`config.mk`:
```
export PLATFORM = sky130hd
export DESIGN_NAME = vga_char_mover
export DESIGN_NICKNAME = d
export VERILOG_FILES = /design/src/rtl/vga_pkg.sv /design/src/rtl/vga_axis_bounce.sv /design/src/rtl/vga_char_mover.sv
export SDC_FILE = /design/constraint.sdc
export NUM_CORES = 1
export LEC_CHECK = 0
export CAP_MARGIN = 30
export CORE_MARGIN = 2
export CORE_UTILIZATION = 30
export CTS_CLUSTER_DIAMETER = 30
export DETAILED_ROUTE_END_ITERATION = 8
export MAX_ROUTING_LAYER = met4
export PLACE_DENSITY_LB_ADDON = 0.3
export SYNTH_ARGS = -nofsm -noshare
export SYNTH_HDL_FRONTEND = slang
export SYNTH_SLANG_ARGS = --single-unit
```
`constraint.sdc`:
```
create_clock -name vga_clk -period 2.9 [get_ports vga_clk]
set_clock_uncertainty 0.2 [all_clocks]
set_input_delay 0.29 -clock vga_clk [delete_from_list [all_inputs] [get_ports vga_clk]]
set_output_delay 0.29 -clock vga_clk [all_outputs]
set_load 0.1 [all_outputs]
```
`src/rtl/vga_pkg.sv`:
```
// Shared VGA timing defaults, FSM encoding and the RGB565 colour palette
// for the bouncing character block.
package vga_pkg;

    localparam logic [9:0] H_VALID = 10'd640;
    localparam logic [9:0] V_VALID = 10'd480;
    localparam logic [9:0] CHAR_W  = 10'd256;
    localparam logic [9:0] CHAR_H  = 10'd64;

    localparam logic       DIR_POS = 1'b1;

    localparam logic [15:0] COL_WHITE   = 16'hFFFF;
    localparam logic [15:0] COL_RED     = 16'hF800;
    localparam logic [15:0] COL_GREEN   = 16'h07E0;
    localparam logic [15:0] COL_BLUE    = 16'h001F;
    localparam logic [15:0] COL_YELLOW  = 16'hFFE0;
    localparam logic [15:0] COL_CYAN    = 16'h07FF;
    localparam logic [15:0] COL_MAGENTA = 16'hF81F;
    localparam logic [15:0] COL_ORANGE  = 16'hFEC0;

    typedef enum logic [1:0] {
        ST_IDLE   = 2'd0,
        ST_WAIT   = 2'd1,
        ST_UPDATE = 2'd2
    } state_e;

    function automatic logic [15:0] palette(input logic [2:0] idx);
        logic [15:0] col;
        case (idx)
            3'd0:    col = COL_WHITE;
            3'd1:    col = COL_RED;
            3'd2:    col = COL_GREEN;
            3'd3:    col = COL_BLUE;
            3'd4:    col = COL_YELLOW;
            3'd5:    col = COL_CYAN;
            3'd6:    col = COL_MAGENTA;
            default: col = COL_ORANGE;
        endcase
        return col;
    endfunction

endpackage

```
`src/rtl/vga_axis_bounce.sv`:
```
// One axis of block motion: step toward the current direction, clamp at 0/max,
// flip direction and flag a hit when a wall is reached. Purely combinational.
module vga_axis_bounce (
    input  logic [9:0] pos,
    input  logic       dir,
    input  logic [9:0] step,
    input  logic [9:0] max,
    input  logic       load,
    output logic [9:0] pos_nxt,
    output logic       dir_nxt,
    output logic       hit
);

    logic [10:0] sum;

    // 11-bit sum so a position near 1023 plus the step cannot wrap past max
    assign sum = {1'b0, pos} + {1'b0, step};

    always_comb begin
        pos_nxt = pos;
        dir_nxt = dir;
        hit     = 1'b0;
        if (load) begin
            if (dir) begin
                if (sum >= {1'b0, max}) begin
                    pos_nxt = max;
                    dir_nxt = ~dir;
                    hit     = 1'b1;
                end else begin
                    pos_nxt = sum[9:0];
                end
            end else begin
                if ({1'b0, pos} <= {1'b0, step}) begin
                    pos_nxt = 10'd0;
                    dir_nxt = ~dir;
                    hit     = 1'b1;
                end else begin
                    pos_nxt = pos - step;
                end
            end
        end
    end

endmodule

```
`src/rtl/vga_char_mover.sv`:
```
// Moves a character block around the visible area once every FRAME_DIV frames,
// bouncing off the edges and cycling the foreground colour on each wall hit.
module vga_char_mover #(
    parameter logic [9:0] H_VALID   = vga_pkg::H_VALID,
    parameter logic [9:0] V_VALID   = vga_pkg::V_VALID,
    parameter logic [9:0] CHAR_W    = vga_pkg::CHAR_W,
    parameter logic [9:0] CHAR_H    = vga_pkg::CHAR_H,
    parameter logic [9:0] INIT_H    = 10'd192,
    parameter logic [9:0] INIT_V    = 10'd208,
    parameter logic [9:0] STEP_X    = 10'd2,
    parameter logic [9:0] STEP_Y    = 10'd1,
    parameter logic [3:0] FRAME_DIV = 4'd1
) (
    input  logic        vga_clk,
    input  logic        sys_rst,
    input  logic [9:0]  pix_x,
    input  logic [9:0]  pix_y,
    input  logic        en,
    input  logic        recenter,
    output logic [9:0]  char_b_h,
    output logic [9:0]  char_b_v,
    output logic [15:0] char_color,
    output logic        bounce,
    output logic        corner
);

    localparam logic [9:0] X_MAX = H_VALID - CHAR_W;
    localparam logic [9:0] Y_MAX = V_VALID - CHAR_H;

    vga_pkg::state_e state_q, state_d;
    logic [3:0]  frame_cnt_q, frame_cnt_d;
    logic [9:0]  pix_y_d1_q, pix_y_d1_d;
    logic [9:0]  h_q, h_d, v_q, v_d;
    logic        dir_x_q, dir_x_d, dir_y_q, dir_y_d;
    logic [2:0]  idx_q, idx_d;
    logic [15:0] color_q, color_d;
    logic        bounce_q, bounce_d, corner_q, corner_d;

    logic        frame_end, load;
    logic [9:0]  h_nxt, v_nxt;
    logic        dir_x_nxt, dir_y_nxt, hit_x, hit_y;
    logic        unused_pix_x;

    assign unused_pix_x = ^pix_x;

    // Falling edge of the last visible line marks the start of vertical blanking
    assign frame_end = (pix_y_d1_q == V_VALID - 10'd1) && (pix_y != V_VALID - 10'd1);
    assign load      = (state_q == vga_pkg::ST_UPDATE);

    vga_axis_bounce u_axis_x (
        .pos     (h_q),
        .dir     (dir_x_q),
        .step    (STEP_X),
        .max     (X_MAX),
        .load    (load),
        .pos_nxt (h_nxt),
        .dir_nxt (dir_x_nxt),
        .hit     (hit_x)
    );

    vga_axis_bounce u_axis_y (
        .pos     (v_q),
        .dir     (dir_y_q),
        .step    (STEP_Y),
        .max     (Y_MAX),
        .load    (load),
        .pos_nxt (v_nxt),
        .dir_nxt (dir_y_nxt),
        .hit     (hit_y)
    );

    always_comb begin
        state_d     = state_q;
        frame_cnt_d = frame_cnt_q;
        pix_y_d1_d  = pix_y;
        case (state_q)
            vga_pkg::ST_IDLE: begin
                frame_cnt_d = 4'd0;
                if (en) state_d = vga_pkg::ST_WAIT;
            end
            vga_pkg::ST_WAIT: begin
                if (!en) begin
                    state_d     = vga_pkg::ST_IDLE;
                    frame_cnt_d = 4'd0;
                end else if (frame_end) begin
                    if (frame_cnt_q == FRAME_DIV - 4'd1) begin
                        state_d     = vga_pkg::ST_UPDATE;
                        frame_cnt_d = 4'd0;
                    end else begin
                        frame_cnt_d = frame_cnt_q + 4'd1;
                    end
                end
            end
            vga_pkg::ST_UPDATE: state_d = vga_pkg::ST_WAIT;
            default:            state_d = vga_pkg::ST_IDLE;
        endcase
    end

    // Recenter wins over a coincident update; the FSM itself is left alone
    always_comb begin
        h_d      = h_nxt;
        v_d      = v_nxt;
        dir_x_d  = dir_x_nxt;
        dir_y_d  = dir_y_nxt;
        bounce_d = hit_x | hit_y;
        corner_d = hit_x & hit_y;
        idx_d    = idx_q + {2'b00, (hit_x | hit_y)};
        if (recenter) begin
            h_d      = INIT_H;
            v_d      = INIT_V;
            dir_x_d  = vga_pkg::DIR_POS;
            dir_y_d  = vga_pkg::DIR_POS;
            bounce_d = 1'b0;
            corner_d = 1'b0;
            idx_d    = 3'd0;
        end
        color_d = vga_pkg::palette(idx_d);
    end

    always_ff @(posedge vga_clk) begin
        if (sys_rst) begin
            state_q     <= vga_pkg::ST_IDLE;
            frame_cnt_q <= 4'd0;
            pix_y_d1_q  <= 10'h3FF;
            h_q         <= INIT_H;
            v_q         <= INIT_V;
            dir_x_q     <= vga_pkg::DIR_POS;
            dir_y_q     <= vga_pkg::DIR_POS;
            idx_q       <= 3'd0;
            color_q     <= vga_pkg::COL_WHITE;
            bounce_q    <= 1'b0;
            corner_q    <= 1'b0;
        end else begin
            state_q     <= state_d;
            frame_cnt_q <= frame_cnt_d;
            pix_y_d1_q  <= pix_y_d1_d;
            h_q         <= h_d;
            v_q         <= v_d;
            dir_x_q     <= dir_x_d;
            dir_y_q     <= dir_y_d;
            idx_q       <= idx_d;
            color_q     <= color_d;
            bounce_q    <= bounce_d;
            corner_q    <= corner_d;
        end
    end

    assign char_b_h   = h_q;
    assign char_b_v   = v_q;
    assign char_color = color_q;
    assign bounce     = bounce_q;
    assign corner     = corner_q;

endmodule

```
==> results.sh, run 1 <==
export IMPL_area_growth_pct=27.5
export IMPL_synth_mux_area_share_pct=1.79
export IMPL_clock_path_buffers=2
export IMPL_clock_fmax_mhz=363
export IMPL_hp_class="reg -> reg"
export IMPL_setup_violations=0
export IMPL_wl_per_cell_um=14.1
export IMPL_grt_ovfl_total=0
export IMPL_via_count=2729
export IMPL_synth_adder_area_share_pct=4.36
export IMPL_dp_hpwl_mm=5.50
export IMPL_synth_top_flop_cell="dfxtp_1"
export IMPL_num_antenna_cells=0
export IMPL_drv_slew=0
export IMPL_synth_xor_area_share_pct=2.75
export IMPL_clkTransAtPathRegs_ns=0.09
export IMPL_fin_total_pwr_mw=1.14
export IMPL_end_kind="flop"
export IMPL_synth_top_family_by_area="simple AND/OR/NAND/NOR gates"
export IMPL_grt_pass1_vias=2552
export IMPL_synth_compound_area_share_pct=21.0
export IMPL_dieArea_um2=10400
export IMPL_grt_pass1_wl_mm=12.4
export IMPL_gp_congestion=0.882
export IMPL_rsz0062_at_grt="true"
export IMPL_final_layout_size_suffix_gt1_share_pct=30.2
export IMPL_worst_pin_slew_ns=0.522
export IMPL_synth_avg_cell_area_um2=7.78
export IMPL_nNetsFinal=440
export IMPL_critPathLaunchType="flop"
export IMPL_rr_startpoint="char_b_v[9]"
export IMPL_stdcell_area_um2=3660
export IMPL_status="finished clean"
export IMPL_hold_buffers=0
export IMPL_leakage_nw=1.38
export IMPL_drt_iter0_drc=131
export IMPL_finalCritPeriodShare_pct=95.0
export IMPL_layout_commonest_cell="buf_4"
export IMPL_portBuffers=50
export IMPL_ant_nets=0
export IMPL_grt_max_degree=24
export IMPL_slew_headroom_pct=64.9
export IMPL_io_pins=62
export IMPL_async_reset_ff_share_pct=0
export IMPL_clockRootBuffer="clkbuf_8"
export IMPL_coreArea_um2=9280
export IMPL_synthSimpleGateAreaFrac_pct=27.9
export IMPL_cp_startpoint="char_b_v[9]"
export IMPL_peakVddDrop_mv=0.185
export IMPL_yosys_register_bits=46
export IMPL_syn_inst=369
export IMPL_first_pass_iters=4
export IMPL_yosys_warnings=0
export IMPL_ys_types=60
export IMPL_numCtsBuffers=5
export IMPL_worstSkewPairLatency_ns=0.29
export IMPL_clock_sinks=46
export IMPL_cap_viol_max_count=0
export IMPL_post_route_worst_setup_slack_ns=0.144
export IMPL_die_x_um=102
export IMPL_final_cell_mix="buf_4 (57), nand2_1 (31), nor2_1 (29), dfxtp_1 (27), a21oi_1 (25)"
export IMPL_wirelength_mm=7.55
export IMPL_rows=35
export IMPL_antenna_found_initial=0
export IMPL_viasPerCell=5.09
export IMPL_hold_viol=0
export IMPL_arrival_ns=2.74
export IMPL_fin_util_pct=39.4
export IMPL_dpl_cell_area_um2=3470
export IMPL_syn_area_um2=2870
export IMPL_syn_nets=403
export IMPL_n_fill_cell=979
export IMPL_min_period_ns=2.76
export IMPL_grt_usage_pct=15.2
export IMPL_die_h_um=102
export IMPL_initial_utilization_pct=30.9
export IMPL_critical_path_required_ns=2.89
export IMPL_cts_tree="done"
export IMPL_pre_cts_ws_ns=0.0779
export IMPL_path_class="reg -> reg"
export IMPL_critical_path_max_fanout=9
export IMPL_cts_htree_levels=2
export IMPL_drc=0
export IMPL_holdCritStartpoint="char_b_h[7]"
export IMPL_fin_tns_setup_ns=0
export IMPL_synth_edf_count=0
export IMPL_ys_seq_area_share_pct=32.1
export IMPL_p_per_area_nw_per_um2=310
==> cell families after synthesis <==
| group | after synthesis |
|---|---|
| AOI/OAI and AO/OA | 91 |
| xor gates and xnor gates | 9 |
| adders and majority gates | 10 |
| buffers and inverters | 56 |
| DFF | 46 |
| muxes | 5 |
| other | 1 |
| and+or+nand+nor | 151 |
==> worst max-delay path, stage by stage (launching register included) <==
cell and delay [ns]:
dfxtp_2 0.38, or3_1 0.47, nor4_4 0.36, nor2_2 0.08, a21o_2 0.22, a21oi_2 0.13
ha_2 0.20, ha_4 0.15, xnor2_4 0.09, nand2b_1 0.17, o21ai_1 0.12, nand2_1 0.06
==> what timing repair did <==
item | 4_1_cts | 5_1_grt
gates resized for setup | 0 | 11
setup buffers | 0 | 1
endpoints found under the setup margin | 0 | 4
==> cell type report <==
cell class	instances	area [µm²]	share of cell area, %
Inverter	16	60.1	1.64
Clock buffer	6	93.8	2.56
Tap cell	129	161	4.41
Sequential cell	46	982	26.8
Clock inverter	2	13.8	0.376
Multi-Input combinational cell	267	1790	48.9
Timing Repair Buffer	70	558	15.2
==> metal layers <==
metal,up-vias,global-route usage [%],share of wire (%)
met5,-,-,0
li1,1379,-,-
met4,0,3.79,0.45
met1,1271,20.7,48
met2,74,24.2,47
met3,5,1.85,5.1
==> flip-flops by register name (all words and copies together), names as in the netlist <==
name,cells
char_b_v,10
state_q,2
bounce,1
char_color,4
dir_x_q,1
pix_y_d1_q,10
dir_y_q,1
idx_q,3
corner,1
frame_cnt_q,4
char_b_h,9
==> metrics by stage <==
step / std cells / hold WS, ns
2_1_floorplan: 369 / 0.194
3_3_place_gp: 527 / 0.309
3_5_place_dp: 527 / 0.315
4_1_cts: 535 / 0.339
5_1_grt: 536 / 0.353
6_report: 536 / 0.339
==> Yosys cell counts, types with 3 or more instances <==
library cell / number / share of area (%)
nor3_1: 14 / 2.4
and3_1: 3 / 0.65
o31ai_1: 4 / 1.0
inv_1: 16 / 2.1
buf_2: 7 / 1.2
nand3_1: 15 / 2.6
o21ai_0: 23 / 4.0
buf_4: 14 / 3.7
nor4_1: 5 / 1.1
a311oi_1: 3 / 0.92
or3_1: 3 / 0.65
dfxtp_1: 46 / 32
nand3b_1: 5 / 1.3
o211ai_1: 3 / 0.78
mux2i_1: 4 / 1.4
nor2_1: 29 / 3.8
ha_1: 10 / 4.4
xnor2_1: 8 / 2.4
clkbuf_1: 17 / 2.2
a21oi_1: 26 / 4.5
nand2_1: 31 / 4.1
a31oi_1: 5 / 1.1
or2_2: 13 / 2.8
nand4b_1: 3 / 0.92
nand4_1: 7 / 1.5
nand2b_1: 5 / 1.1
and2_1: 5 / 1.1
==> where the power goes <==
part	switching [mW]	internal (mW)
logic	0.0269	0.0262
registers	0.00304	0.625
clock network	0.230	0.224
total	0.260	0.876
==> final timing paths <==
kind	endpoint	slack, ns	cells past startpoint
max	char_color[10]	0.14	11
min	char_b_h[7]	0.34	1
max reg2reg	char_color[10]	0.14	11
min reg2reg	char_b_h[7]	0.34	1
Power figures use the tool's default switching activity.
==> run 2, diff against run 1 <==
- REMOVE_ABC_BUFFERS: default -> 1
- SKIP_LAST_GASP: default -> 1
==> run 2 against run 1 <==
  * Die area did not move
  * Clock power rose by 4.8%
  * Sequential share of layout area fell by 2.1 points
  * Hold slack improved by 0.0046 ns
  * Setup slack got worse by 0.026 ns
  * Global-route usage barely moved
  * Total power rose by 3.1%
  * Non-clock buffer count rose by 25
  * Via count rose by 4.4%
  * Final area rose by 1.9%
  * Critical endpoint unchanged
  * Highest routed layer unchanged
==> results.sh, run 2 (synthesis results as in run 1) <==
export IMPL_clkTransAtPathRegs_ns=0.10
export IMPL_wl_per_cell_um=13.5
export IMPL_p_per_area_nw_per_um2=314
export IMPL_stdcell_area_um2=3730
export IMPL_worstSkewPairLatency_ns=0.30
export IMPL_antenna_found_initial=0
export IMPL_min_period_ns=2.78
export IMPL_combPwrFrac_pct=4.6
export IMPL_die_h_um=102
export IMPL_grt_usage_pct=15.3
export IMPL_grt_ovfl_total=0
export IMPL_dieArea_um2=10400
export IMPL_critPathMaxStageDelay_ns=0.32
export IMPL_fin_total_pwr_mw=1.17
export IMPL_final_cell_mix="buf_4 (82), dfxtp_1 (44), nand2_1 (31), nor2_1 (29), a21oi_1 (25)"
export IMPL_setup_violations=0
export IMPL_area_growth_pct=29.9
export IMPL_peakVddDrop_mv=0.202
export IMPL_hp_class="reg -> reg"
export IMPL_crit_chain="buf_4, nand2_1, mux2i_1, o32ai_2, o221ai_2, a21o_2, a21oi_2, ha_1, ha_1, xnor2_2, nand2b_1, o21ai_0, nand2_1"
export IMPL_finalCritPeriodShare_pct=95.9
export IMPL_dp_cells=552
export IMPL_via_count=2849
export IMPL_p_sw_mw=0.248
export IMPL_num_antenna_cells=0
export IMPL_power_share_clock_pct=40.6
export IMPL_crit_path_top_delay_cell="dfxtp_1"
export IMPL_worst_pin_slew_ns=0.575
export IMPL_clock_path_buffers=2
export IMPL_grt_max_degree=24
export IMPL_clockRootBuffer="clkbuf_8"
export IMPL_nNetsFinal=465
export IMPL_drc=0
export IMPL_clock_sinks=46
export IMPL_hold_viol=0
export IMPL_rsz0062_at_grt="true"
export IMPL_cts_htree_levels=2
export IMPL_critPathLaunchType="flop"
export IMPL_ant_nets=0
export IMPL_layout_commonest_cell="buf_4"
export IMPL_critical_path_max_fanout=10
export IMPL_clock_fmax_mhz=359
export IMPL_viasPerCell=5.08
export IMPL_leakage_nw=1.49
export IMPL_portBuffers=50
export IMPL_coreArea_um2=9280
export IMPL_dpl_cell_area_um2=3540
export IMPL_post_route_worst_setup_slack_ns=0.118
export IMPL_drv_slew=0
export IMPL_arrival_ns=2.78
export IMPL_rows=35
export IMPL_pre_cts_ws_ns=-0.0193
export IMPL_critical_path_required_ns=2.90
export IMPL_end_kind="flop"
export IMPL_rr_worst_depth=13
export IMPL_hold_buffers=0
export IMPL_finalNonFillerCells=561
export IMPL_status="finished clean"
export IMPL_first_pass_iters=4
export IMPL_initial_utilization_pct=30.9
export IMPL_numCtsBuffers=5
export IMPL_cts_tree="done"
export IMPL_sw_frac_of_total_pct=21.1
export IMPL_seqPwrFrac_pct=54.8
export IMPL_dp_hpwl_mm=5.49
export IMPL_slew_headroom_pct=61.3
export IMPL_intPower_mw=0.924
export IMPL_path_class="reg -> reg"
export IMPL_n_fill_cell=985
export IMPL_io_pins=62
export IMPL_cap_viol_max_count=0
export IMPL_wirelength_mm=7.55
export IMPL_die_x_um=102
export IMPL_drt_iter0_drc=93
export IMPL_grt_pass1_vias=2636
export IMPL_gp_congestion=0.905
export IMPL_min_path_cells=2
export IMPL_final_layout_size_suffix_gt1_share_pct=28.5
export IMPL_whs_ns=0.344
export IMPL_grt_pass1_wl_mm=12.4
## run 2: power groups by stage
stage	Clock, mW	Combinational, mW	Sequential (mW)
2_1_floorplan	0	0.0239	0.657
3_3_place_gp	0	0.0537	0.657
3_5_place_dp	0	0.0538	0.657
4_1_cts	0.491	0.0540	0.643
5_1_grt	0.518	0.0586	0.644
6_report	0.476	0.0535	0.642
## run 2: path summary, 6_finish.rpt
kind,endpoint,slack (ns),from
min reg2reg,state_q[1],0.34,state_q[0]
max reg2reg,char_color[10],0.12,char_b_v[1]
max,char_color[10],0.12,char_b_v[1]
min,state_q[1],0.34,state_q[0]
## run 2: critical path: cells and delay by family, from the launching register on
| kind | cells | cell delay [ns] |
|---|---|---|
| compound gates | 5 | 0.73 |
| xor+xnor | 1 | 0.18 |
| fa+ha+maj | 2 | 0.39 |
| buf+inv | 1 | 0.16 |
| flops | 1 | 0.32 |
| mux | 1 | 0.26 |
| simple gates | 3 | 0.42 |
## run 2: layer usage
layer / up-vias / track usage, % / wire length (µm)
met5: - / - / 0
met4: 0 / 4.41 / 46
met3: 2 / 2.39 / 338
met2: 69 / 23.9 / 3700
met1: 1345 / 20.4 / 3460
li1: 1433 / - / -
## run 2: layout make-up
class                           count  area, µm²  area share [%]
Multi-Input combinational cell    267       1730            46.4
Sequential cell                    46        923            24.8
Timing Repair Buffer               95        746            20.0
Tap cell                          129        161            4.33
Clock buffer                        6       72.6            1.95
Inverter                           16       60.1            1.61
Clock inverter                      2       37.5            1.01
## run 2: stage by stage
step | setup TNS, ns | util [%]
floorplan | -18.89 | -
global placement | 0 | 38.2
detailed placement | -0.0193 | 38.2
CTS | 0 | 39.5
global route | -0.166 | 40.2
finish | 0 | 40.2
## run 2: what timing repair did
item	4_1_cts	5_1_grt
resized for setup	2	10
endpoints found under the setup margin	3	5
setup buffers	0	1
pin swaps	0	6
